File: src/rtl/seg_pkg.sv
// Shared definitions for the 7-segment scan path.
//   SEG_OFF     : active-low segment bus value with every segment dark
//   state_t     : scan FSM states (BLANK gap, DRIVE of one digit)
//   GLYPH_0..F  : active-high g..a patterns for each hex nibble
//   clog2_min1  : clog2 clamped to at least 1 bit for counter widths
package seg_pkg;

  localparam logic [7:0] SEG_OFF = 8'hFF;

  typedef enum logic {
    BLANK = 1'b0,
    DRIVE = 1'b1
  } state_t;

  localparam logic [6:0] GLYPH_0 = 7'h3F;
  localparam logic [6:0] GLYPH_1 = 7'h06;
  localparam logic [6:0] GLYPH_2 = 7'h5B;
  localparam logic [6:0] GLYPH_3 = 7'h4F;
  localparam logic [6:0] GLYPH_4 = 7'h66;
  localparam logic [6:0] GLYPH_5 = 7'h6D;
  localparam logic [6:0] GLYPH_6 = 7'h7D;
  localparam logic [6:0] GLYPH_7 = 7'h07;
  localparam logic [6:0] GLYPH_8 = 7'h7F;
  localparam logic [6:0] GLYPH_9 = 7'h6F;
  localparam logic [6:0] GLYPH_A = 7'h77;
  localparam logic [6:0] GLYPH_B = 7'h7C;
  localparam logic [6:0] GLYPH_C = 7'h39;
  localparam logic [6:0] GLYPH_D = 7'h5E;
  localparam logic [6:0] GLYPH_E = 7'h79;
  localparam logic [6:0] GLYPH_F = 7'h71;

  // A counter for N states needs clog2(N) bits, but never fewer than one.
  function automatic int unsigned clog2_min1(input int unsigned n);
    return (n > 1) ? $clog2(n) : 1;
  endfunction

endpackage

File: src/rtl/seg_hex_decoder.sv
// Combinational hex nibble to 7-segment glyph decoder.
//   i_nibble  : 4-bit hex value
//   o_glyph_c : active-high segments, bit 6..0 = g..a
module seg_hex_decoder
  import seg_pkg::*;
(
  input  logic [3:0] i_nibble,
  output logic [6:0] o_glyph_c
);

  always_comb begin
    o_glyph_c = '0;
    case (i_nibble)
      4'h0: o_glyph_c = GLYPH_0;
      4'h1: o_glyph_c = GLYPH_1;
      4'h2: o_glyph_c = GLYPH_2;
      4'h3: o_glyph_c = GLYPH_3;
      4'h4: o_glyph_c = GLYPH_4;
      4'h5: o_glyph_c = GLYPH_5;
      4'h6: o_glyph_c = GLYPH_6;
      4'h7: o_glyph_c = GLYPH_7;
      4'h8: o_glyph_c = GLYPH_8;
      4'h9: o_glyph_c = GLYPH_9;
      4'hA: o_glyph_c = GLYPH_A;
      4'hB: o_glyph_c = GLYPH_B;
      4'hC: o_glyph_c = GLYPH_C;
      4'hD: o_glyph_c = GLYPH_D;
      4'hE: o_glyph_c = GLYPH_E;
      4'hF: o_glyph_c = GLYPH_F;
      default: o_glyph_c = '0;
    endcase
  end

endmodule

File: src/rtl/seg_scan_driver.sv
// Time-multiplexed 7-segment scan driver with tear-free double buffering.
// Each digit slot is a BLANK gap (all digits off) followed by a DRIVE phase.
//   clk, rst   : clock, synchronous active-high reset
//   values     : hex nibbles, digit i = values[4i+3:4i]
//   dp         : decimal point per digit, 1 = lit
//   digit_en   : per-digit enable, sampled live during DRIVE
//   load       : capture values/dp into the pending buffer
//   io_sel     : active-low digit select, one-hot-low or all ones
//   io_seg     : active-low segments, [7] = dp, [6:0] = g..a
//   cur_digit  : digit slot currently in progress
//   frame_done : one-cycle pulse after the last digit's DRIVE ends
module seg_scan_driver
  import seg_pkg::*;
#(
  parameter int unsigned DIGITS       = 4,
  parameter int unsigned SCAN_CYCLES  = 100000,
  parameter int unsigned BLANK_CYCLES = 1000
) (
  input  logic                      clk,
  input  logic                      rst,
  input  logic [4*DIGITS-1:0]       values,
  input  logic [DIGITS-1:0]         dp,
  input  logic [DIGITS-1:0]         digit_en,
  input  logic                      load,
  output logic [DIGITS-1:0]         io_sel,
  output logic [7:0]                io_seg,
  output logic [$clog2(DIGITS)-1:0] cur_digit,
  output logic                      frame_done
);

  localparam int unsigned DW   = $clog2(DIGITS);
  localparam int unsigned VW   = 4 * DIGITS;
  localparam int unsigned TMAX = (SCAN_CYCLES > BLANK_CYCLES) ? SCAN_CYCLES : BLANK_CYCLES;
  localparam int unsigned TW   = clog2_min1(TMAX);

  // Scan sequencing state
  state_t          r_state;
  logic [TW-1:0]   r_timer;
  logic [DW-1:0]   r_cur_digit;

  // Double buffer: pending collects loads, active feeds the display
  logic [VW-1:0]     r_pend_val;
  logic [DIGITS-1:0] r_pend_dp;
  logic              r_pend_valid;
  logic [VW-1:0]     r_act_val;
  logic [DIGITS-1:0] r_act_dp;

  // Pin registers
  logic [DIGITS-1:0] r_sel;
  logic [7:0]        r_seg;
  logic              r_frame_done;

  // Next-state / next-output signals
  state_t            w_state_nxt;
  logic [TW-1:0]     w_timer_nxt;
  logic [DW-1:0]     w_digit_nxt;
  logic              w_frame_end;
  logic [DIGITS-1:0] w_sel_nxt;
  logic [7:0]        w_seg_nxt;

  // Data of the digit in progress
  logic [3:0] w_nibble;
  logic       w_dp;
  logic       w_en;
  logic [6:0] w_glyph;

  // Select the active nibble, dp and live enable of the current digit
  always_comb begin
    w_nibble = '0;
    w_dp     = 1'b0;
    w_en     = 1'b0;
    for (int unsigned i = 0; i < DIGITS; i++) begin
      if (r_cur_digit == DW'(i)) begin
        w_nibble = r_act_val[4*i +: 4];
        w_dp     = r_act_dp[i];
        w_en     = digit_en[i];
      end
    end
  end

  seg_hex_decoder u_dec (
    .i_nibble  (w_nibble),
    .o_glyph_c (w_glyph)
  );

  // FSM state register with timer and digit index
  always_ff @(posedge clk) begin
    if (rst) begin
      r_state     <= BLANK;
      r_timer     <= '0;
      r_cur_digit <= '0;
    end else begin
      r_state     <= w_state_nxt;
      r_timer     <= w_timer_nxt;
      r_cur_digit <= w_digit_nxt;
    end
  end

  // Next state, slot timing and the pin values for the next cycle
  always_comb begin
    w_state_nxt = r_state;
    w_timer_nxt = r_timer + TW'(1);
    w_digit_nxt = r_cur_digit;
    w_frame_end = 1'b0;
    w_sel_nxt   = '1;
    w_seg_nxt   = SEG_OFF;
    case (r_state)
      BLANK: begin
        if (r_timer == TW'(BLANK_CYCLES - 1)) begin
          w_state_nxt = DRIVE;
          w_timer_nxt = '0;
        end
      end
      DRIVE: begin
        // A disabled digit keeps its slot timing but stays dark
        if (w_en) begin
          w_sel_nxt = ~(DIGITS'(1) << r_cur_digit);
          w_seg_nxt = ~{w_dp, w_glyph};
        end
        if (r_timer == TW'(SCAN_CYCLES - 1)) begin
          w_state_nxt = BLANK;
          w_timer_nxt = '0;
          if (r_cur_digit == DW'(DIGITS - 1)) begin
            w_digit_nxt = '0;
            w_frame_end = 1'b1;
          end else begin
            w_digit_nxt = r_cur_digit + DW'(1);
          end
        end
      end
      default: begin
        w_state_nxt = BLANK;
        w_timer_nxt = '0;
      end
    endcase
  end

  // Pending/active buffers; active only moves on the frame boundary
  always_ff @(posedge clk) begin
    if (rst) begin
      r_pend_val   <= '0;
      r_pend_dp    <= '0;
      r_pend_valid <= 1'b0;
      r_act_val    <= '0;
      r_act_dp     <= '0;
    end else begin
      if (load) begin
        r_pend_val   <= values;
        r_pend_dp    <= dp;
        r_pend_valid <= 1'b1;
      end
      if (w_frame_end) begin
        // A load on the boundary itself bypasses pending straight to active
        if (load) begin
          r_act_val    <= values;
          r_act_dp     <= dp;
          r_pend_valid <= 1'b0;
        end else if (r_pend_valid) begin
          r_act_val    <= r_pend_val;
          r_act_dp     <= r_pend_dp;
          r_pend_valid <= 1'b0;
        end
      end
    end
  end

  // Output registers: pins lag the FSM by exactly one cycle
  always_ff @(posedge clk) begin
    if (rst) begin
      r_sel        <= '1;
      r_seg        <= SEG_OFF;
      r_frame_done <= 1'b0;
    end else begin
      r_sel        <= w_sel_nxt;
      r_seg        <= w_seg_nxt;
      r_frame_done <= w_frame_end;
    end
  end

  assign io_sel     = r_sel;
  assign io_seg     = r_seg;
  assign cur_digit  = r_cur_digit;
  assign frame_done = r_frame_done;

endmodule
File: config.mk
export PLATFORM = sky130hd
export DESIGN_NAME = seg_scan_driver
export DESIGN_NICKNAME = d
export VERILOG_FILES = /design/src/rtl/seg_pkg.sv /design/src/rtl/seg_hex_decoder.sv /design/src/rtl/seg_scan_driver.sv
export SDC_FILE = /design/constraint.sdc
export NUM_CORES = 1
export LEC_CHECK = 0
export ABC_CLOCK_PERIOD_IN_PS = 2900
export BUFFER_PORTS_ARGS = -buffer_cell sky130_fd_sc_hd__buf_2
export CORE_MARGIN = 2
export CORE_UTILIZATION = 40
export DETAILED_ROUTE_END_ITERATION = 8
export PLACE_DENSITY = 0.66
export SLEW_MARGIN = 20
export SYNTH_ARGS = -nofsm -noshare
export SYNTH_HDL_FRONTEND = slang
export SYNTH_HIERARCHICAL = 1
export SYNTH_SLANG_ARGS = --single-unit
File: constraint.sdc
create_clock -name clk -period 2.9 [get_ports clk]
set_input_delay 0.58 -clock clk [delete_from_list [all_inputs] [get_ports clk]]
set_output_delay 0.58 -clock clk [all_outputs]
set_load 0.05 [all_outputs]
==> impl_metrics.ini, run 1 <==
[global_route]
grt_pass1_vias = 2407
grt_pass1_wl_mm = 11.5
grt-ovfl-total = 0
grt_util_all_layers_pct = 16.1
antenna_found_initial = 0
grt_start_max_net_pins = 46

[timing]
hold_ws_ns = 0.480
tightest_slew_ns = 0.922
fmax_ghz = 0.398
fin_crit_sh_pct = 86.7
clock_skew_ns = 0.00415
min_period_ns = 2.51
timing.slew.headroom_pct = 38.5
rsz0062_at_grt = false
finalHoldViolCount = 0
setup_viol = 0
setup_tns_ns = 0
drv_slew = 0

[worst_setup_path]
critPathLaunchType = flip-flop
crit_required_ns = 3.19
path_class = flip-flop to flip-flop
endpoint_kind = flip-flop
critPathMaxFanout = 5
cp_data_arrival_time_ns = 2.81

[place]
place_congestion = 0.790
port_buffers = 41
dp.final_hpwl_mm = 4.95
placed_cells = 496

[route]
post_drt_wl_per_cell_um = 13.6
drt_first_pass_iters = 4
viasPerCell = 5.20
antenna_left = 0
wl_mm = 6.95
drc = 0
drtIter0Drc = 182
vias = 2658

[clock_network]
cts.clk_slew.worst_paths_ns = 0.07
cts_resized = 0
cts_post_setup_buffers_inserted = 0
cts_tree = done
htree_num_levels = 3
numCtsBuffers = 9
postCtsHoldBufs = 0
clock-sinks = 74
cts_buffer_depth = 2
clock_latency_ns = 0.34
cts.root.buffer_cell = clkbuf_8

[pwr]
ir_drop_uv = 235
power_density_mw_per_mm2 = 491
finalPower_mw = 1.90
power_leakage_nw = 1.44

[flow_run]
maxCapViolCount = 0

[logic_synthesis]
ys_ff_latch = 74
synth_area_sq_mm = 0.00339
synth_edf_count = 0
ys.warnings.count = 6
avgSynthCellArea_sq_um = 9.29
ys_seq_area_share_pct = 43.7
async_flop_share_pct = 0
ys.flop_type = dfxtp_1
synth_cell_types = 51
synth_fp_nets = 404
synth_cells = 365

[die]
rows = 33
start_util_pct = 41.3
die_area_sq_mm = 0.00923
die_height_um = 96.1
die_x_um = 96.1
pin_count = 42
coreArea_sq_mm = 0.00822

[cells_and_area]
post-route-util_pct = 47.0
drive_above_1_share_pct = 20.9
final_common_cell = dfxtp_1
syn2layout_area_growth_pct = 14.0
fin_cells = 511
mostFrequentLayoutCells = dfxtp_1 (74), buf_2 (41), a21oi_1 (27)
fin_nets = 441
num_antenna_cells = 0

[outcome]
status = complete, no violations

[worst_hold_path]
hp-class = flip-flop to flip-flop
[where the power goes]
group | switching (mW) | internal, mW
logic | 0.0458 | 0.0368
registers | 0.00844 | 1.04
clock network | 0.356 | 0.414
[sequential cells by signal, indices dropped and copies added, names as in the netlist]
register and cells:
r_act_dp 4, r_pend_val 16, io_sel 4, r_act_val 16, r_pend_valid 1, r_state 1
r_pend_dp 4, io_seg 8, frame_done 1, r_timer 17, cur_digit 2
[critical path, cell delays in order, from the launching register on]
cell,delay (ns)
dfxtp_1,0.35
inv_1,0.11
ha_1,0.22
nor2b_1,0.31
a221oi_1,0.13
o31ai_1,0.32
inv_1,0.16
ha_1,0.34
mux4_2,0.47
nand2_1,0.07
[metrics by stage]
| stage | setup WS (ns) | area [sq um] |
|---|---|---|
| 6_report | 0.385 | 3860 |
| 5_1_grt | 0.200 | 3860 |
| 4_1_cts | 0.354 | 3860 |
| 3_5_place_dp | 0.404 | 3680 |
| 3_3_place_gp | 0.555 | 3680 |
| 2_1_floorplan | 0.0448 | 3390 |
[cell usage after synthesis, types with 3 or more instances]
library cell | number | area, sq um
buf_6 | 3 | 33.8
clkbuf_1 | 13 | 48.8
nand3_1 | 7 | 35.0
buf_2 | 3 | 15.0
xor2_1 | 6 | 52.6
o21ai_0 | 24 | 120
dfxtp_1 | 74 | 1480
inv_1 | 11 | 41.3
xnor2_1 | 6 | 52.6
or3_1 | 22 | 138
a221oi_1 | 4 | 35.0
ha_1 | 12 | 150
a21oi_1 | 27 | 135
o31ai_1 | 7 | 52.6
mux2_2 | 3 | 33.8
nor2b_1 | 7 | 43.8
nor3_2 | 7 | 70.1
mux2i_1 | 22 | 220
buf_1 | 4 | 15.0
nand2_1 | 25 | 93.8
nor3_1 | 12 | 60.1
nand4_1 | 5 | 31.3
nor2_1 | 23 | 86.3
nor4_1 | 3 | 18.8
[final timing paths]
kind                               startpoint       endpoint  cells past startpoint  slack (ns)
worst max register to register   cur_digit[0]      io_seg[3]                      9        0.39
worst max-delay path             cur_digit[0]      io_seg[3]                      9        0.39
worst min register to register  r_act_val[13]  r_act_val[13]                      2        0.48
worst min-delay path            r_act_val[13]  r_act_val[13]                      2        0.48
[logic make-up (layout without fill, tap and decap cells)]
family | Yosys count | after routing | synth area share, %
DFF | 74 | 74 | 43.7
adders and majority gates | 12 | 12 | 4.43
xor gates and xnor gates | 12 | 12 | 3.10
AOI/OAI and AO/OA | 72 | 72 | 12.8
and+or+nand+nor | 131 | 131 | 22.6
buffers and inverters | 38 | 79 | 5.24
muxes | 26 | 26 | 8.16
[area by class of cell]
type | instances | area, sq um
Inverter | 12 | 47.5
Tap cell | 105 | 131
Multi-Input combinational cell | 253 | 1730
Clock buffer | 12 | 145
Fill cell | 802 | 4350
Clock inverter | 3 | 40.0
Sequential cell | 74 | 1480
Timing Repair Buffer | 52 | 288
[layer usage]
layer	routed length (um)	vias to the layer above	track usage (%)
li1	-	1379	-
met1	3550	1223	22.5
met2	3030	48	23.5
met3	289	8	4.07
met4	76	0	6.67
met5	0	-	0
Note: power is estimated with default switching activity, not from simulation.
==> run 2: changes to the inputs <==
--- a/config.mk
+++ b/config.mk
@@ -7,7 +7,6 @@
 export LEC_CHECK = 0
 export ABC_CLOCK_PERIOD_IN_PS = 2900
 export BUFFER_PORTS_ARGS = -buffer_cell sky130_fd_sc_hd__buf_2
-export CORE_MARGIN = 2
 export CORE_UTILIZATION = 40
 export DETAILED_ROUTE_END_ITERATION = 8
 export PLACE_DENSITY = 0.66
==> run 2 against run 1 <==
Clock skew increased by 0.0064 ns. Final cell count increased by 0.39%. Register-to-register slack improved by 0.06 ns. Total power increased by 2.2%. Die area decreased by 4.1%. Sequential power about the same. Maximum frequency increased by 2.4%. Worst setup slack improved by 0.060 ns. Critical path type unchanged.
==> impl_metrics.ini, run 2 (synthesis results as in run 1) <==
[timing]
timing.slew.headroom_pct = 38.2
setup_viol = 0
drv_slew = 0
min_period_ns = 2.45
rsz0062_at_grt = false
setup_tns_ns = 0
fin_crit_sh_pct = 84.6
clock_skew_ns = 0.0106
finalHoldViolCount = 0
tightest_slew_ns = 0.926
fmax_ghz = 0.407

[pwr]
clkPwrFrac_pct = 41.9
power_leakage_nw = 1.45
power_frac_comb_pct = 4.3
switching_power_mw = 0.444
power_density_mw_per_mm2 = 499
power.internal_mw = 1.49
p_sw_share_pct = 22.9
seqPwrFrac_pct = 53.9
ir_drop_uv = 173

[clock_network]
cts_post_setup_buffers_inserted = 0
clock_latency_ns = 0.35
cts.root.buffer_cell = clkbuf_8
cts_resized = 0
htree_num_levels = 3
cts_tree = done
cts.clk_slew.worst_paths_ns = 0.07
clock-sinks = 74
numCtsBuffers = 9
cts_buffer_depth = 2
postCtsHoldBufs = 0

[cells_and_area]
num-fill-cells = 772
multi_input_area_sq_mm = 0.00173
largest_register_ffs = 17
fin_cells = 513
num_antenna_cells = 0
fin_nets = 442
ff_latch_area_sq_mm = 0.00148
syn2layout_area_growth_pct = 14.7
drive_above_1_share_pct = 21.8
mostFrequentLayoutCells = dfxtp_1 (74), buf_2 (41), a21oi_1 (27)
top_register = r_timer
final_common_cell = dfxtp_1
reg_top3 = r_timer: 17 flops, r_act_val: 16 flops, r_pend_val: 16 flops

[global_route]
grt_util_all_layers_pct = 16.8
antenna_found_initial = 0
grt_pass1_wl_mm = 11.5
grt_start_max_net_pins = 54
grt-ovfl-total = 0
grt_pass1_vias = 2425

[route]
viasPerCell = 5.22
drtIter0Drc = 129
antenna_left = 0
post_drt_wl_per_cell_um = 13.3
drt_first_pass_iters = 4
drc = 0
wl_mm = 6.84
vias = 2679

[worst_setup_path]
cp-startpoint = cur_digit[0]
critPathMaxFanout = 5
r2r_setup_slack_ns = 0.45
endpoint_kind = flip-flop
r2r_end = io_seg[3]
cp_data_arrival_time_ns = 2.75
path_class = flip-flop to flip-flop
critPathLaunchType = flip-flop
timing.rr.start = cur_digit[0]
r2r_cells = 9
crit_required_ns = 3.20

[die]
rows = 33
start_util_pct = 41.3
pin_count = 42
die_area_sq_mm = 0.00885
die_x_um = 94.1
die_height_um = 94.1
coreArea_sq_mm = 0.00822

[worst_hold_path]
hp-class = flip-flop to flip-flop
holdPathStages = 2
worstHoldStart = r_act_val[8]
hold_end = r_act_val[8]

[place]
port_buffers = 41
place_congestion = 0.823
placed_cells = 497
dp.final_hpwl_mm = 4.83

[flow_run]
maxCapViolCount = 0

[outcome]
status = complete, no violations
run 2: how the worst max path moves through the flow:
stage	end	slack, ns	depth (start not counted)
finish	io_seg[3]	0.45	9
detailed placement	io_seg[3]	0.45	9
CTS	io_seg[3]	0.42	9
floorplan	io_seg[3]	0.04	10
global route	io_seg[1]	0.24	10
global placement	io_seg[3]	0.56	9
run 2: cell type report:
type	count	area share, %
Tap cell	105	3.38
Timing Repair Buffer	53	7.59
Inverter	12	1.22
Clock buffer	10	3.54
Sequential cell	74	38.1
Multi-Input combinational cell	253	44.5
Clock inverter	6	1.67
run 2: per-stage QoR:
stage	util (%)	total power, mW	setup WS [ns]	instance area, sq um	hold WS, ns
floorplan	-	1.12	0.0448	3390	0.448
finish	47.3	1.94	0.445	3890	0.480
global placement	44.9	1.15	0.564	3690	0.460
detailed placement	44.9	1.15	0.447	3690	0.469
CTS	47.3	1.96	0.419	3890	0.469
global route	47.3	2.01	0.243	3890	0.488
run 2: critical path, stage by stage, from the launching register on:
cell	delay, ns
dfxtp_1	0.35
inv_1	0.11
ha_1	0.22
nor2b_1	0.29
a221oi_1	0.13
o31ai_1	0.31
inv_1	0.17
ha_1	0.32
mux4_2	0.45
nand2_1	0.06
run 2: layer usage:
layer  GRT usage [%]  vias up  routed length [um]
li1                -     1362                   -
met1            22.2     1250                3430
met2            25.7       57                3000
met3            3.16       10                 258
met4            9.23        0                 141
met5               0        -                   0
run 2: power groups by stage:
stage | Clock [mW] | Sequential (mW) | Combinational (mW)
finish | 0.812 | 1.04 | 0.0828
global route | 0.870 | 1.05 | 0.0927
CTS | 0.834 | 1.04 | 0.0844
detailed placement | 0 | 1.07 | 0.0840
global placement | 0 | 1.07 | 0.0821
floorplan | 0 | 1.07 | 0.0536
==> run 3: changes to the inputs <==
--- a/config.mk
+++ b/config.mk
@@ -5,7 +5,7 @@
 export SDC_FILE = /design/constraint.sdc
 export NUM_CORES = 1
 export LEC_CHECK = 0
-export ABC_CLOCK_PERIOD_IN_PS = 2900
+export ABC_CLOCK_PERIOD_IN_PS = 2350
 export BUFFER_PORTS_ARGS = -buffer_cell sky130_fd_sc_hd__buf_2
 export CORE_UTILIZATION = 40
 export DETAILED_ROUTE_END_ITERATION = 8
==> constraint.sdc (replaced) <==
create_clock -name clk -period 2.35 [get_ports clk]
set_input_delay 0.47 -clock clk [delete_from_list [all_inputs] [get_ports clk]]
set_output_delay 0.47 -clock clk [all_outputs]
set_load 0.05 [all_outputs]
==> run 3 against run 2 <==
Total power is 24% higher. Largest power group unchanged. Flip-flop and latch count unchanged. Clock power is 23% higher. Worst setup slack got worse by 0.29 ns. Combinational power grew 32%. Routed wire length grew 5.9%. First-iteration DRC count decreased by 4.7%. Register-to-register slack got worse by 0.29 ns. Sequential share of layout area shrank 1.2 points. Final cell count up 1.9%. Maximum frequency grew 12%. Clock-buffer cell count is 2 higher.
==> impl_metrics.ini, run 3 (synthesis results as in run 1) <==
[outcome]
status = complete, no violations

[clock_network]
clock-sinks = 74
numCtsBuffers = 9
cts_buffer_depth = 2
cts.root.buffer_cell = clkbuf_8
htree_num_levels = 3
cts_tree = done
clock_latency_ns = 0.36
cts.clk_slew.worst_paths_ns = 0.08

[timing]
tightest_slew_ns = 0.418
drv_slew = 0
hold_ws_ns = 0.372
fin_crit_sh_pct = 93.4
setup_viol = 0
min_period_ns = 2.20
fmax_ghz = 0.456
clock_skew_ns = 0.00958
setup_ws_ns = 0.155
rsz0062_at_grt = false
setup_tns_ns = 0
finalHoldViolCount = 0
timing.slew.headroom_pct = 72.1

[route]
vias = 2739
post_drt_wl_per_cell_um = 13.8
drt_first_pass_iters = 4
viasPerCell = 5.24
drc = 0
drtIter0Drc = 123
antenna_left = 0
wl_mm = 7.24

[global_route]
grt_pass1_wl_mm = 12.2
grt_start_max_net_pins = 56
grt_util_all_layers_pct = 17.9
antenna_found_initial = 0
grt_pass1_vias = 2578
grt-ovfl-total = 0

[die]
rows = 33
start_util_pct = 41.3
die_area_sq_mm = 0.00885
die_height_um = 94.1
die_x_um = 94.1
pin_count = 42
coreArea_sq_mm = 0.00822

[flow_run]
maxCapViolCount = 0

[worst_setup_path]
path_class = flip-flop to flip-flop
timing.rr.start = cur_digit[0]
r2r_end = io_seg[3]
slowest_delay_ns = 0.46
critPathLaunchType = flip-flop
path_cells = inv_1 -> ha_1 -> nor2b_4 -> a221oi_1 -> o31ai_2 -> inv_2 -> ha_1 -> mux4_2 -> nand2_1
cp_data_arrival_time_ns = 2.50
critPathMaxFanout = 5
slowest_stage = mux4_2
cpMostUsedCell = ha_1
r2r_setup_slack_ns = 0.15
endpoint_kind = flip-flop
crit_required_ns = 2.65
r2r_cells = 9

[cells_and_area]
num_antenna_cells = 0
syn2layout_area_growth_pct = 18.9
num-fill-cells = 797
mostFrequentLayoutCells = dfxtp_1 (72), buf_2 (41), a21oi_1 (27)
final_common_cell = dfxtp_1
largest_register_ffs = 17
drive_above_1_share_pct = 25.8
fin_cells = 523
fin_nets = 453
top_register = r_timer
reg_top3 = r_timer: 17 flops, r_act_val: 16 flops, r_pend_val: 16 flops
final_cell_area_sq_mm = 0.00403

[worst_hold_path]
hp-class = input pin to flip-flop
holdPathStages = 3
worstHoldStart = values[4]
hold_end = r_pend_val[4]

[place]
place_ws_ns = 0.0617
port_buffers = 41
dp.final_hpwl_mm = 5.12
placed_cells = 504
place_congestion = 0.774
place_area_sq_mm = 0.00379

[pwr]
power_leakage_nw = 1.53
power_density_mw_per_mm2 = 595
ir_drop_uv = 224
## run 3: cell types whose count changed in the layout (fill, tap and decap cells not counted), sizes merged
cell,change
buf,+11
clkbuf,+2
clkinv,-1
clkinvlp,-1
inv,-1
## run 3: cell type report
type	instances	area [sq um]	area share [%]
multi-input cells	253	1770	43.8
flip-flops and latches	74	1490	36.9
clock inverters	3	40.0	0.993
repair buffers	64	403	9.99
inverters	12	47.5	1.18
clock buffers	12	155	3.85
well taps	105	131	3.26
## run 3: stage by stage
stage | power (mW) | util, %
3_5_place_dp | 1.42 | 46.1
6_report | 2.40 | 49.1
4_1_cts | 2.42 | 48.5
3_3_place_gp | 1.42 | 46.1
5_1_grt | 2.49 | 49.1
2_1_floorplan | 1.38 | -
## run 3: worst max-delay path by stage
stage	depth (start not counted)	start	slack [ns]	to
floorplan	10	cur_digit[1]	0.008	io_seg[3]
global placement	9	cur_digit[1]	0.16	io_seg[3]
detailed placement	10	cur_digit[1]	0.06	io_seg[3]
CTS	10	cur_digit[1]	0.03	io_seg[3]
global route	9	cur_digit[0]	0.004	io_seg[3]
finish	9	cur_digit[0]	0.15	io_seg[3]
## run 3: what timing repair did
action | in CTS | in global routing
resized for setup | 0 | 5
buffers inserted | 0 | 4
setup endpoints to repair | 0 | 5
hold buffers | 0 | 0
## run 3: layer usage
layer,vias up,global-route usage (%),wire length (um)
li1,1395,-,-
met1,1291,23.3,3560
met2,40,27.5,3290
met3,13,3.96,202
met4,0,9.36,187
met5,-,0,0
## run 3: worst max-delay path: cells and delay by family, from the launching register on
kind,cells,cell delay [ns]
mux,1,0.46
buf+inv,2,0.20
flops,1,0.36
fa+ha+maj,2,0.51
compound gates,2,0.36
simple gates,2,0.26
## run 3: report_power, final
part           switching [mW]  internal, mW
clock                   0.465         0.540
combinational          0.0593        0.0499
sequential            0.00840          1.28
total                   0.532          1.87
